[src/rtl/stage_latch_pkg.sv]
// Shared constants and the register-select encoding for the stage_latch pipeline register.
package stage_latch_pkg;

  localparam logic Stop         = 1'b1;
  localparam logic NoStop       = 1'b0;
  localparam logic RstEnable    = 1'b1;
  localparam logic WriteDisable = 1'b0;

  localparam int RegBus     = 32;
  localparam int RegAddrBus = 5;
  localparam int AluOpBus   = 8;

  localparam logic [RegBus-1:0]     ZeroWord   = '0;
  localparam logic [RegAddrBus-1:0] NOPRegAddr = '0;
  localparam logic [AluOpBus-1:0]   EXE_NOP_OP = 8'h00;

  // One-hot select driving the latch register muxes.
  typedef enum logic [3:0] {
    SEL_PASS   = 4'b0001,
    SEL_HOLD   = 4'b0010,
    SEL_BUBBLE = 4'b0100,
    SEL_RESET  = 4'b1000
  } sel_e;

endpackage

[src/rtl/stage_latch_ctl.sv]
// Decodes reset, flush and the two relevant stall bits into the one-hot latch select.
module stage_ctl
  import stage_latch_pkg::*;
(
  input  logic rst,
  input  logic flush,
  input  logic stall_cur,
  input  logic stall_next,
  output sel_e sel,
  output logic bubble_ins
);

  // Flush clears the same state as reset but, unlike reset, is a counted bubble.
  always_comb begin
    sel        = SEL_PASS;
    bubble_ins = 1'b0;
    if (rst == RstEnable) begin
      sel = SEL_RESET;
    end else if (flush) begin
      sel        = SEL_RESET;
      bubble_ins = 1'b1;
    end else if (stall_cur == Stop && stall_next == Stop) begin
      sel = SEL_HOLD;
    end else if (stall_cur == Stop) begin
      sel        = SEL_BUBBLE;
      bubble_ins = 1'b1;
    end
  end

endmodule

[src/rtl/stage_latch.sv]
// Inter-stage pipeline register with stall/bubble/flush and multi-cycle state return.
// Optional bubble counter port enabled by defining STAGE_LATCH_BUBBLE_CNT_EN.
module stage_latch
  import stage_latch_pkg::*;
#(
  parameter int DATA_W     = RegBus,
  parameter int REG_ADDR_W = RegAddrBus,
  parameter int ALUOP_W    = AluOpBus,
  parameter int CNT_W      = 2,
  parameter int STALL_W    = 6,
  parameter int STAGE_IDX  = 3,
  parameter logic [ALUOP_W-1:0] NOP_OP = ALUOP_W'(EXE_NOP_OP)
) (
  input  logic                  clk,
  input  logic                  rst,
  input  logic [STALL_W-1:0]    stall,
  input  logic                  flush,
  input  logic                  in_valid,
  input  logic [REG_ADDR_W-1:0] in_wd,
  input  logic                  in_wreg,
  input  logic [DATA_W-1:0]     in_wdata,
  input  logic [ALUOP_W-1:0]    in_aluop,
  input  logic [DATA_W-1:0]     in_mem_addr,
  input  logic [DATA_W-1:0]     in_reg2,
  input  logic [2*DATA_W-1:0]   in_hilo_temp,
  input  logic [CNT_W-1:0]      in_cnt,
  output logic                  out_valid,
  output logic [REG_ADDR_W-1:0] out_wd,
  output logic                  out_wreg,
  output logic [DATA_W-1:0]     out_wdata,
  output logic [ALUOP_W-1:0]    out_aluop,
  output logic [DATA_W-1:0]     out_mem_addr,
  output logic [DATA_W-1:0]     out_reg2,
  output logic [2*DATA_W-1:0]   hilo_temp_o,
  output logic [CNT_W-1:0]      cnt_o
`ifdef STAGE_LATCH_BUBBLE_CNT_EN
  ,
  output logic [31:0]           bubble_cnt
`endif
);

  localparam int PAY_W = 2 + REG_ADDR_W + ALUOP_W + 3 * DATA_W;

  localparam logic [PAY_W-1:0] BUBBLE = {1'b0, REG_ADDR_W'(NOPRegAddr), WriteDisable,
                                         DATA_W'(ZeroWord), NOP_OP,
                                         DATA_W'(ZeroWord), DATA_W'(ZeroWord)};

  sel_e                sel;
  logic                bubble_ins;
  logic [PAY_W-1:0]    pay_d, pay_q;
  logic [2*DATA_W-1:0] hilo_d, hilo_q;
  logic [CNT_W-1:0]    cnt_d, cnt_q;
  logic                stall_unused;

  assign stall_unused = ^stall;

  stage_ctl u_ctl (
    .rst        (rst),
    .flush      (flush),
    .stall_cur  (stall[STAGE_IDX]),
    .stall_next (stall[STAGE_IDX+1]),
    .sel        (sel),
    .bubble_ins (bubble_ins)
  );

  always_comb begin
    pay_d  = pay_q;
    hilo_d = hilo_q;
    cnt_d  = cnt_q;
    unique case (sel)
      SEL_RESET: begin
        pay_d  = BUBBLE;
        hilo_d = '0;
        cnt_d  = '0;
      end
      // Upstream is stalled mid-op: hand its partial state back for next cycle.
      SEL_BUBBLE: begin
        pay_d  = BUBBLE;
        hilo_d = in_hilo_temp;
        cnt_d  = in_cnt;
      end
      SEL_PASS: begin
        pay_d  = {in_valid, in_wd, in_wreg, in_wdata, in_aluop, in_mem_addr, in_reg2};
        hilo_d = '0;
        cnt_d  = '0;
      end
      default: ;
    endcase
  end

  always_ff @(posedge clk) begin
    if (rst) begin
      pay_q  <= BUBBLE;
      hilo_q <= '0;
      cnt_q  <= '0;
    end else begin
      pay_q  <= pay_d;
      hilo_q <= hilo_d;
      cnt_q  <= cnt_d;
    end
  end

  assign {out_valid, out_wd, out_wreg, out_wdata, out_aluop, out_mem_addr, out_reg2} = pay_q;
  assign hilo_temp_o = hilo_q;
  assign cnt_o       = cnt_q;

`ifdef STAGE_LATCH_BUBBLE_CNT_EN
  logic [31:0] bubble_cnt_d, bubble_cnt_q;

  always_comb begin
    bubble_cnt_d = bubble_cnt_q;
    if (bubble_ins && bubble_cnt_q != 32'hFFFF_FFFF) bubble_cnt_d = bubble_cnt_q + 32'd1;
  end

  always_ff @(posedge clk) begin
    if (rst) bubble_cnt_q <= '0;
    else     bubble_cnt_q <= bubble_cnt_d;
  end

  assign bubble_cnt = bubble_cnt_q;
`else
  logic bubble_unused;
  assign bubble_unused = bubble_ins;
`endif

  // Downstream stopped while this stage's upstream runs would silently drop an instruction.
  always_ff @(posedge clk) begin
    if (!rst && !flush) assert (!(stall[STAGE_IDX+1] && !stall[STAGE_IDX]));
  end

endmodule

[config.mk]
export PLATFORM = sky130hd
export DESIGN_NAME = stage_latch
export DESIGN_NICKNAME = d
export VERILOG_FILES = /design/src/rtl/stage_latch_pkg.sv /design/src/rtl/stage_latch_ctl.sv /design/src/rtl/stage_latch.sv
export SDC_FILE = /design/constraint.sdc
export NUM_CORES = 1
export LEC_CHECK = 0
export CORE_MARGIN = 10
export CORE_UTILIZATION = 39
export DETAILED_ROUTE_END_ITERATION = 10
export GPL_TIMING_DRIVEN = 0
export PLACE_DENSITY = 0.81
export SETUP_SLACK_MARGIN = 0.2
export SLEW_MARGIN = 20
export SYNTH_ARGS = -nofsm -noshare
export SYNTH_HDL_FRONTEND = slang
export SYNTH_SLANG_ARGS = --single-unit
[constraint.sdc]
create_clock -name clk -period 1.8 [get_ports clk]
set_input_delay 0.54 -clock clk [delete_from_list [all_inputs] [get_ports clk]]
set_output_delay 0.54 -clock clk [all_outputs]
set_load 0.005 [all_outputs]
==> summary.md, run 1 <==
| Metric | Value |
|---|---|
| Overflow left after global routing | 0 |
| Required time reported for the critical path endpoint | 1260 ps |
| Most instantiated cells after synthesis | sky130_fd_sc_hd__dfxtp_1 (177), sky130_fd_sc_hd__a21oi_1 (111), sky130_fd_sc_hd__nand2b_1 (111), sky130_fd_sc_hd__nand3_1 (111) |
| RSZ-0062 raised after global routing | false |
| Final routed wirelength across all metal layers | 25300 um |
| Half-perimeter wire length of the detailed placement result | 19700 um |
| Final core occ | 65.9% |
| Placed instance area | 0.0104 mm2 |
| First-pass GRT wire length | 37300 um |
| Number of global-route vias before repair | 6417 |
| Fraction of registers with async set or reset after synthesis | 0% |
| Worst ir drop on vdd | 0.635 mV |
| 1st-pass router iterations | 4 |
| Clock transition at the register clock pins on the worst setup and hold paths after CTS | 70 ps |
| Post-route clock period utilization | 88.0% |
| Crit path cell chain | dlygate4sd2_1 |
| Bufs and invs on worst path | 1 |
| Peak clock frequency supported by timing | 0.631 GHz |
| Global-route track usage on met2 | 37.0% |
| Number of buffers added by the clock tree synthesis step | 17 |
| Buffers from clock root to sink, at most | 2 |
| Fin. max-slew vios | 0 |
| Critical path arrival | 1040 ps |
| Pin slew with the least headroom to its limit | 539 ps |
| Static power due to leakage | 4.78 nW |
| Weighted congestion reported at the end of routability-driven placement | 0.834 |
| Input/output buffers | 357 |
| Total of flip-flops plus latches after synthesis | 177 |
| Max stage delay on crit path | 340 ps |
| Maximum fanout encountered on the critical timing path | 2 |
| Crit start category | flop |
| Number of instances in the placed design | 1284 |
| Area growth from synthesis to layout | 66.1% |
| Cell type with the largest total area after synthesis | sky130_fd_sc_hd__dfxtp_1 |
| Most frequent cell after synthesis | sky130_fd_sc_hd__dfxtp_1 |
| Total via count after detailed routing | 6422 |
| Clock latency on the worst-skew pair | 430 ps |
| Cell with the largest stage delay on the worst path | sky130_fd_sc_hd__dfxtp_1 |
| Met3 usage in global routing | 8.12% |
| Top cells by area, synth | sky130_fd_sc_hd__dfxtp_1 (54%), sky130_fd_sc_hd__nand2b_1 (11%), sky130_fd_sc_hd__mux2i_1 (10%) |
| Core area | 0.0166 mm2 |
| Result of the run | complete, no violations |
| Total power after layout | 9.24 mW |
| Number of endpoints with negative hold slack in the final report | 0 |
| Die span in y | 150 um |
| Maximum Capacitance Violations | 0 |
| Final setup violating endpoints | 0 |
| Worst min-delay path category | reg -> reg |
| Yosys Warn Count | 0 |
| Initial Utilization | 39.7% |
| Tmin final | 1580 ps |
| Average footprint of a synthesized cell | 9.31 um2 |
| Most used routing layer | met2 |
| Seq/Total Area, Yosys | 53.8% |
| Net count of the finished layout | 1269 |
| Post-CTS Setup Repair Bufs | 0 |
| Synth Net Count | 893 |
| CP Capture Type | primary output |
| Global-route usage over all layers | 21.4% |
| Most common flop cell mapped by yosys | sky130_fd_sc_hd__dfxtp_1 |
| Share of the synthesized area in the top cell type | 53.8% |
| Post-route design area | 0.0109 mm2 |
| Residual DRC | 0 |
| Number of cells in the finished layout apart from fillers | 1317 |
| Number of core rows | 47 |
| Antenna-violating nets left | 0 |
| CTS tree | built |
| Relative slew margins | 64.1% |
| Width of the die | 150 um |
| Mapped Cells | 707 |
| Library cells used by synthesis | 13 |
| Clock sinks | 177 |
| Total die area | 0.0225 mm2 |
| Level count of the clock H-tree | 4 |
| Gate family responsible for the most delay along the worst path | flip-flops |
| Met1 global-route usage | 23.4% |
| Layout cells sized above 1 | 8.39% |
| CP Class | reg -> out |
| Number of enable-type register cells in the synthesized netlist | 0 |
| Antenna violations before repair | 1 |
| Via density per instance | 4.88 |
| CTS root buffer | sky130_fd_sc_hd__clkbuf_16 |
| Top Ports | 363 |
| Post-route clock skew | 0 ps |
| Pwr dens | 845 mW/mm2 |
| Pin count of the biggest net entering global routing | 17 |
| Synthesized cell area | 0.00658 mm2 |
| Post-DR wirelength/cell | 19.2 um |
| Iteration-0 DRC count of the detailed router | 296 |
-- placed cells by master, fill, tap and decap left out --
cell type,Yosys,final
sky130_fd_sc_hd__diode_2,0,1
sky130_fd_sc_hd__clkbuf_16,0,17
sky130_fd_sc_hd__bufinv_16,0,4
sky130_fd_sc_hd__clkbuf_8,0,6
sky130_fd_sc_hd__a21oi_1,111,111
sky130_fd_sc_hd__clkbuf_1,28,19
sky130_fd_sc_hd__dfxtp_2,0,5
sky130_fd_sc_hd__buf_6,4,4
sky130_fd_sc_hd__clkdlybuf4s15_1,0,45
sky130_fd_sc_hd__or3b_4,0,1
sky130_fd_sc_hd__clkdlybuf4s50_1,0,179
sky130_fd_sc_hd__or2_1,1,1
sky130_fd_sc_hd__nand3_1,111,111
sky130_fd_sc_hd__mux2i_1,66,66
sky130_fd_sc_hd__nor2_1,66,66
sky130_fd_sc_hd__clkinvlp_4,0,1
sky130_fd_sc_hd__buf_4,2,4
sky130_fd_sc_hd__clkinv_4,0,2
sky130_fd_sc_hd__clkdlybuf4s15_2,0,1
sky130_fd_sc_hd__clkbuf_2,0,18
sky130_fd_sc_hd__buf_1,1,1
sky130_fd_sc_hd__dfxtp_1,177,171
sky130_fd_sc_hd__dlygate4sd2_1,0,123
sky130_fd_sc_hd__nand2b_1,111,111
sky130_fd_sc_hd__buf_2,28,25
sky130_fd_sc_hd__clkbuf_4,0,3
sky130_fd_sc_hd__dfxtp_4,0,1
-- repair_timing --
action | 4_1_cts | 5_1_grt
resized for setup | 211 | 59
endpoints found under the setup margin | 354 | 131
hold buffers | 0 | 0
-- sequential cells by signal, indices dropped and copies added, names as in the netlist --
signal / cells
cnt_o: 2
hilo_temp_o: 64
pay_q: 111
-- power breakdown --
group          total (mW)  internal, mW  switching (mW)  leakage (nW)
combinational        1.09         0.638           0.447          3.01
sequential           4.06          4.02          0.0482          1.44
clock                4.09          2.56            1.54         0.320
total                9.24          7.21            2.03          4.78
-- through the flow --
stage          setup slack [ps]  hold WS [ps]  TNS (ps)
2_1_floorplan               319           464         0
3_3_place_gp               -790           453   -110810
3_5_place_dp               -797           458   -110180
4_1_cts                     202           464         0
5_1_grt                     190           484         0
6_report                    216           464         0
-- worst min-delay path, cell delays in order (launching register included) --
cell and delay [ps]:
sky130_fd_sc_hd__dfxtp_1 310, sky130_fd_sc_hd__nand3_1 60, sky130_fd_sc_hd__a21oi_1 50
-- cell type report --
cell class              count  area [um2]
multi-input cells         467        2730
repair buffers            357        3380
clock buffers              25         515
fillers                  1452        5650
diodes                      1        2.50
clock inverters             7         145
flip-flops and latches    177        3550
well taps                 220         275
plain buffers              63         335
-- metal layers --
layer | part of all wire [%] | up-vias
met5 | 0 | -
met4 | 2.7 | 0
met3 | 8.7 | 41
met2 | 50 | 229
met1 | 38 | 3016
li1 | - | 3136
-- final timing paths --
| path | startpoint | to | slack, ps | cells past startpoint |
|---|---|---|---|---|
| min reg2reg | pay_q[80]$_SDFFE_PP0P_ | pay_q[80]$_SDFFE_PP0P_ | 460 | 2 |
| max reg2reg | hilo_temp_o[0]$_SDFFE_PP0P_ | hilo_temp_o[0]$_SDFFE_PP0P_ | 1130 | 2 |
| max | hilo_temp_o[25]$_SDFFE_PP0P_ | hilo_temp_o[25] | 220 | 1 |
| min | pay_q[80]$_SDFFE_PP0P_ | pay_q[80]$_SDFFE_PP0P_ | 460 | 2 |
-- kinds of logic (layout without fill, tap and decap cells) --
group	count (synthesis)	in the layout	share of synthesized area [%]
AOI/OAI and AO/OA	111	111	8.44
buffers and inverters	63	452	4.70
DFF	177	177	53.8
muxes	66	66	10.0
other	0	1	0
and+or+nand+nor	290	290	23.0
No activity file was read; power rests on OpenSTA's default activity.
==> run 2, diff against run 1 <==
- CELL_PAD_IN_SITES_DETAIL_PLACEMENT: default -> 1
- CELL_PAD_IN_SITES_GLOBAL_PLACEMENT: default -> 1
- CORE_UTILIZATION: 39 -> 27
- PLACE_DENSITY: 0.81 -> 0.79
==> summary.md, run 2 (synthesized netlist as in run 1, its figures left out) <==
| Metric | Value |
|---|---|
| Weighted congestion reported at the end of routability-driven placement | 0.816 (-2.1%) |
| Cell with the largest stage delay on the worst path | sky130_fd_sc_hd__dfxtp_2 |
| Number of antenna cells inserted | 0 (-1) |
| Number of cells in the finished layout apart from fillers | 1420 (+7.8%) |
| Worst min-delay path category | reg -> reg |
| Post-DR wirelength/cell | 19.8 um (+3.1%) |
| WHS | 466 ps (+1.83 ps) |
| Post-CTS Setup Repair Bufs | 0 (unchanged) |
| Final routed wirelength across all metal layers | 28100 um (+11%) |
| Number of core rows | 57 (+21%) |
| Flip-flop count of the largest register, all copies and words added | 111 (unchanged) |
| Global-route track usage on met2 | 31.1% (-5.9 points) |
| RSZ-0062 raised after global routing | false |
| Bufs and invs on worst path | 1 (unchanged) |
| Placed instance area | 0.0106 mm2 (+1.2%) |
| Top Ports | 363 (unchanged) |
| Maximum Capacitance Violations | 0 (unchanged) |
| Die span in y | 176 um (+17%) |
| Gate family responsible for the most delay along the worst path | flip-flops |
| Static power due to leakage | 4.58 nW (-4.2%) |
| Peak clock frequency supported by timing | 0.638 GHz (+1.1%) |
| Number of endpoints with negative hold slack in the final report | 0 (unchanged) |
| # resized after CTS | 236 (+12%) |
| Critical path arrival | 1030 ps (about the same) |
| Crit path cell chain | dlygate4sd2_1 |
| Pre-CTS setup slack | -838 ps (-40.7 ps) |
| Input/output buffers | 357 (unchanged) |
| Fin. max-slew vios | 0 (unchanged) |
| Via density per instance | 4.53 (-7.1%) |
| Level count of the clock H-tree | 4 (unchanged) |
| Highest-count cells in the layout ignoring fill and taps | sky130_fd_sc_hd__clkdlybuf4s50_1 (179), sky130_fd_sc_hd__dfxtp_1 (164), sky130_fd_sc_hd__nand2b_1 (111), sky130_fd_sc_hd__nand3_1 (111), sky130_fd_sc_hd__a21oi_1 (111) |
| Antenna violations before repair | 0 (-1) |
| Relative slew margins | 62.5% (-1.6 points) |
| Maximum fanout encountered on the critical timing path | 2 (unchanged) |
| Clock latency on the worst-skew pair | 420 ps (about the same) |
| Most frequent standard cell in the layout excluding fill and tap cells | sky130_fd_sc_hd__clkdlybuf4s50_1 |
| First-pass GRT wire length | 41600 um (+11%) |
| Number of buffers added by the clock tree synthesis step | 17 (unchanged) |
| 1st-pass router iterations | 4 (unchanged) |
| Final core occ | 45.3% (-21 points) |
| Post-route design area | 0.0110 mm2 (+0.22%) |
| Number of instances in the placed design | 1388 (+8.1%) |
| Final setup violating endpoints | 0 (unchanged) |
| Total via count after detailed routing | 6434 (+0.19%) |
| Residual DRC | 0 (unchanged) |
| Total die area | 0.0310 mm2 (+38%) |
| Post-route clock skew | 0 ps (unchanged) |
| Met3 usage in global routing | 6.22% (-1.9 points) |
| Layout cells sized above 1 | 10.9% (+2.6 points) |
| Required time reported for the critical path endpoint | 1260 ps (about the same) |
| Psw | 2.33 mW (+15%) |
| Most flops, register | pay_q |
| # hold bufs at CTS | 0 (unchanged) |
| Half-perimeter wire length of the detailed placement result | 22300 um (+13%) |
| Net count of the finished layout | 1269 (unchanged) |
| Iteration-0 DRC count of the detailed router | 285 (-3.7%) |
| Switching Fraction | 26.4% (+4.4 points) |
| Buffers from clock root to sink, at most | 2 (unchanged) |
| Tmin final | 1570 ps (-17.6 ps) |
| Met1 global-route usage | 18.8% (-4.5 points) |
| Power share of the clock group | 41.6% (-2.7 points) |
| Pin count of the biggest net entering global routing | 19 (+2) |
| Crit start category | flop |
| Clock sinks | 177 (unchanged) |
| Worst ir drop on vdd | 0.498 mV (-22%) |
| Power share of the sequential group | 46.0% (+2.0 points) |
| Post-route clock period utilization | 87.0% (-0.98 points) |
| Final worst slack | 234 ps (+17.6 ps) |
| Most used routing layer | met2 |
| Core area | 0.0242 mm2 (+46%) |
| Internal power summed over all cells | 6.50 mW (-9.8%) |
| CTS root buffer | sky130_fd_sc_hd__clkbuf_16 |
| Max stage delay on crit path | 340 ps (about the same) |
| CP Capture Type | primary output |
| Width of the die | 176 um (+17%) |
| Comb pwr share | 12.4% (+0.7 points) |
| Antenna-violating nets left | 0 (unchanged) |
| CTS tree | built |
| Pin slew with the least headroom to its limit | 562 ps (+23.3 ps) |
| Clock transition at the register clock pins on the worst setup and hold paths after CTS | 70 ps (about the same) |
| Area growth from synthesis to layout | 66.5% |
| Number of global-route vias before repair | 6791 (+5.8%) |
| Initial Utilization | 27.2% (-12 points) |
| Result of the run | complete, no violations |
| Overflow left after global routing | 0 (unchanged) |
| Pwr dens | 806 mW/mm2 (-4.7%) |
| CP Class | reg -> out |
| Global-route usage over all layers | 17.3% (-4.1 points) |
==> run 2: per-stage QoR <==
step / TNS (ps) / total power [mW]
global placement: -108330 / 5.30
detailed placement: -112960 / 5.32
CTS: 0 / 8.97
floorplan: 0 / 4.56
finish: 0 / 8.83
global route: 0 / 9.23
==> run 2: power groups by stage <==
stage	combinational [mW]	sequential (mW)	clock (mW)
floorplan	0.401	4.16	0
global placement	1.15	4.15	0
detailed placement	1.17	4.16	0
CTS	1.11	4.06	3.79
global route	1.20	4.08	3.96
finish	1.10	4.06	3.67
==> run 2: per-layer routing <==
layer,share of wire [%],wire length [um],vias up
li1,-,-,3141
met3,8.0,2260,21
met2,52,14500,211
met4,1.5,434,0
met1,39,10900,3061
met5,0,0,-
==> run 2: area by class of cell <==
class / count / area, um2
multi-input combinational: 467 / 2730
timing repair buffer: 357 / 3360
buffer: 63 / 335
fill: 2780 / 13200
tap: 324 / 405
sequential: 177 / 3560
clock inverter: 15 / 145
clock buffer: 17 / 425
==> run 2: final timing paths <==
kind,startpoint,end,slack [ps],cells after the start
worst min register to register,pay_q[70]$_SDFFE_PP0P_,pay_q[70]$_SDFFE_PP0P_,470,2
worst min-delay path,pay_q[70]$_SDFFE_PP0P_,pay_q[70]$_SDFFE_PP0P_,470,2
worst max-delay path,hilo_temp_o[40]$_SDFFE_PP0P_,hilo_temp_o[40],230,1
worst max register to register,hilo_temp_o[35]$_SDFFE_PP0P_,hilo_temp_o[35]$_SDFFE_PP0P_,1120,2
==> edit, RTL diff (flow settings as in run 1) <==
`CNT_W`: 2 -> 3.
--- a/src/rtl/stage_latch.sv
+++ b/src/rtl/stage_latch.sv
@@ -8,3 +8,3 @@
   parameter int ALUOP_W    = AluOpBus,
-  parameter int CNT_W      = 2,
+  parameter int CNT_W      = 3,
   parameter int STALL_W    = 6,
Interface: changed (resized cnt_o and in_cnt); port bits go from 363 to 365. No check against the original RTL was run, so the function may have changed too.
==> edit against run 1 <==
  * Total power fell by 4.7%
  * Final area rose by 0.45%
  * Via count increased by 1.1%
  * Wire length rose by 0.40%
  * Sequential cell count rose by 1
  * Synthesized area up 1.3%
  * Setup slack improved by 0.0051 ns
  * First-iteration DRC count is 5.1% lower
  * Highest routed layer is now met5
==> edit: results (changes against run 1) <==
{
  "port_buffers": {"value": 359, "change": "+0.56%"},
  "clkLatencyLatePin": {"value": 0.42, "unit": "ns"},
  "grt_pass1_wl": {"value": 36800, "unit": "um", "change": "-1.3%"},
  "globalRouteTotalUtil": {"value": 21.1, "unit": "%", "change": "-0.34 points"},
  "mappedNetlistNets": {"value": 898, "change": "+0.56%"},
  "routed_wire_length_per_instance": {"value": 19.2, "unit": "um", "change": "about the same"},
  "worst-endpoint-arrival": {"value": 1.04, "unit": "ns", "change": "about the same"},
  "drt-initial-drc-count": {"value": 281, "change": "-5.1%"},
  "place.gp.congestion": {"value": 0.842, "change": "+0.96%"},
  "timing_worst_slew_pin_value": {"value": 0.758, "unit": "ns", "change": "+0.219 ns"},
  "synthesis.area_per_instance": {"value": 9.38, "unit": "um^2", "change": "+0.76%"},
  "timing.hold.ws": {"value": 0.464, "unit": "ns", "change": "-0.0000880 ns"},
  "dr.pass1.iters": {"value": 5, "change": "+1"},
  "vias_in_the_first_global_route": {"value": 6341, "change": "-1.2%"},
  "routed_via_count": {"value": 6494, "change": "+1.1%"},
  "initial_antenna_violation_count": {"value": 3, "change": "+2"},
  "netlist-cell-type-count": {"value": 13, "change": "unchanged"},
  "final_cells": {"value": 1323, "change": "+0.46%"},
  "worst-r2r-setup-slack": {"value": 1.09, "unit": "ns", "change": "-0.04 ns"},
  "place.detailed.hpwl": {"value": 19900, "unit": "um", "change": "+1.1%"},
  "drive_above_1_share": {"value": 8.35, "unit": "%", "change": "-0.046 points"},
  "post_synth_main_area_contributors": {"value": "dfxtp_1 (53%), nand2b_1 (10%), mux2i_1 (10%), a21oi_1 (8.3%), nand3_1 (8.3%)"},
  "ys_top_cells_by_count": {"value": "dfxtp_1 (178), a21oi_1 (111), nand2b_1 (111), nand3_1 (111), mux2i_1 (67)"},
  "part_of_the_yosys_area_used_for_sequential_elements": {"value": 53.4, "unit": "%", "change": "-0.41 points"},
  "n_fill_cell": {"value": 1421, "change": "-2.1%"},
  "leakage": {"value": 4.74, "unit": "nW", "change": "-0.65%"},
  "status": {"value": "finished clean"}
}
edit: cell count changes in the layout (fill, tap and decap cells not counted), sizes merged, moves of 2 or more:
cell | run 1 | this run
dlygate4sd2 | 123 | 128
inv | 0 | 4
clkinv | 2 | 7
buf | 34 | 27
bufinv | 4 | 1
clkbuf | 63 | 61
edit: path summary, 6_finish.rpt:
| path | depth (start not counted) | start | endpoint |
|---|---|---|---|
| hold reg to reg | 2 | pay_q[50] | pay_q[50] |
| setup / recovery | 1 | pay_q[61] | out_mem_addr[29] |
| setup reg to reg | 2 | hilo_temp_o[49] | hilo_temp_o[49] |
| hold / removal | 2 | pay_q[50] | pay_q[50] |
edit: area by class of cell:
cell class | instances | area (um^2) | area share (%)
clock buffer | 18 | 439 | 4.00
multi-input combinational | 469 | 2830 | 25.7
tap | 220 | 275 | 2.51
antenna | 1 | 2.50 | 0.0228
sequential | 178 | 3570 | 32.5
clock inverter | 14 | 129 | 1.17
buffer | 64 | 333 | 3.03
timing repair buffer | 359 | 3400 | 31.0
edit: power breakdown:
group	total (mW)	leakage, nW	internal [mW]	switching [mW]
Clock	3.62	0.279	1.96	1.65
Combinational	1.11	3.02	0.643	0.463
Sequential	4.09	1.45	4.04	0.0473
edit: cells by family (layout without fill, tap and decap cells):
kind of cell / after synthesis / after routing / synth area share (%)
other: 0 / 1 / 0
AO/OA/AOI/OAI: 111 / 111 / 8.33
AND/OR/NAND/NOR: 291 / 291 / 23.9
flip-flops: 178 / 178 / 53.4
buffers and inverters: 64 / 455 / 4.32
multiplexers: 67 / 67 / 10.1
edit: what timing repair did:
action | CTS | global route
pin swaps | 0 | 0
endpoints found under the setup margin | 351 | 88
gates resized for setup | 209 | 67
edit: metrics by stage:
step           util [%]  worst slack [ns]  cell area [um^2]
5_1_grt            65.8             0.198             11000
4_1_cts            65.4             0.201             10900
6_report           65.8             0.221             11000
3_3_place_gp       63.1            -0.701             10500
3_5_place_dp       63.1            -0.744             10500
2_1_floorplan         -             0.201              6670
edit: routing by layer:
metal  share of wire [%]  GRT usage [%]  vias to the layer above
li1                    -              -                     3167
met1                  38           23.0                     3055
met2                  50           36.5                      234
met3                  10           8.43                       36
met4                 2.4           7.12                        2
met5               0.028              0                        -
edit: tightest hold or removal path, cell delays in order (launching register included):
cell,delay (ns)
dfxtp_1,0.31
nand3_1,0.06
a21oi_1,0.05
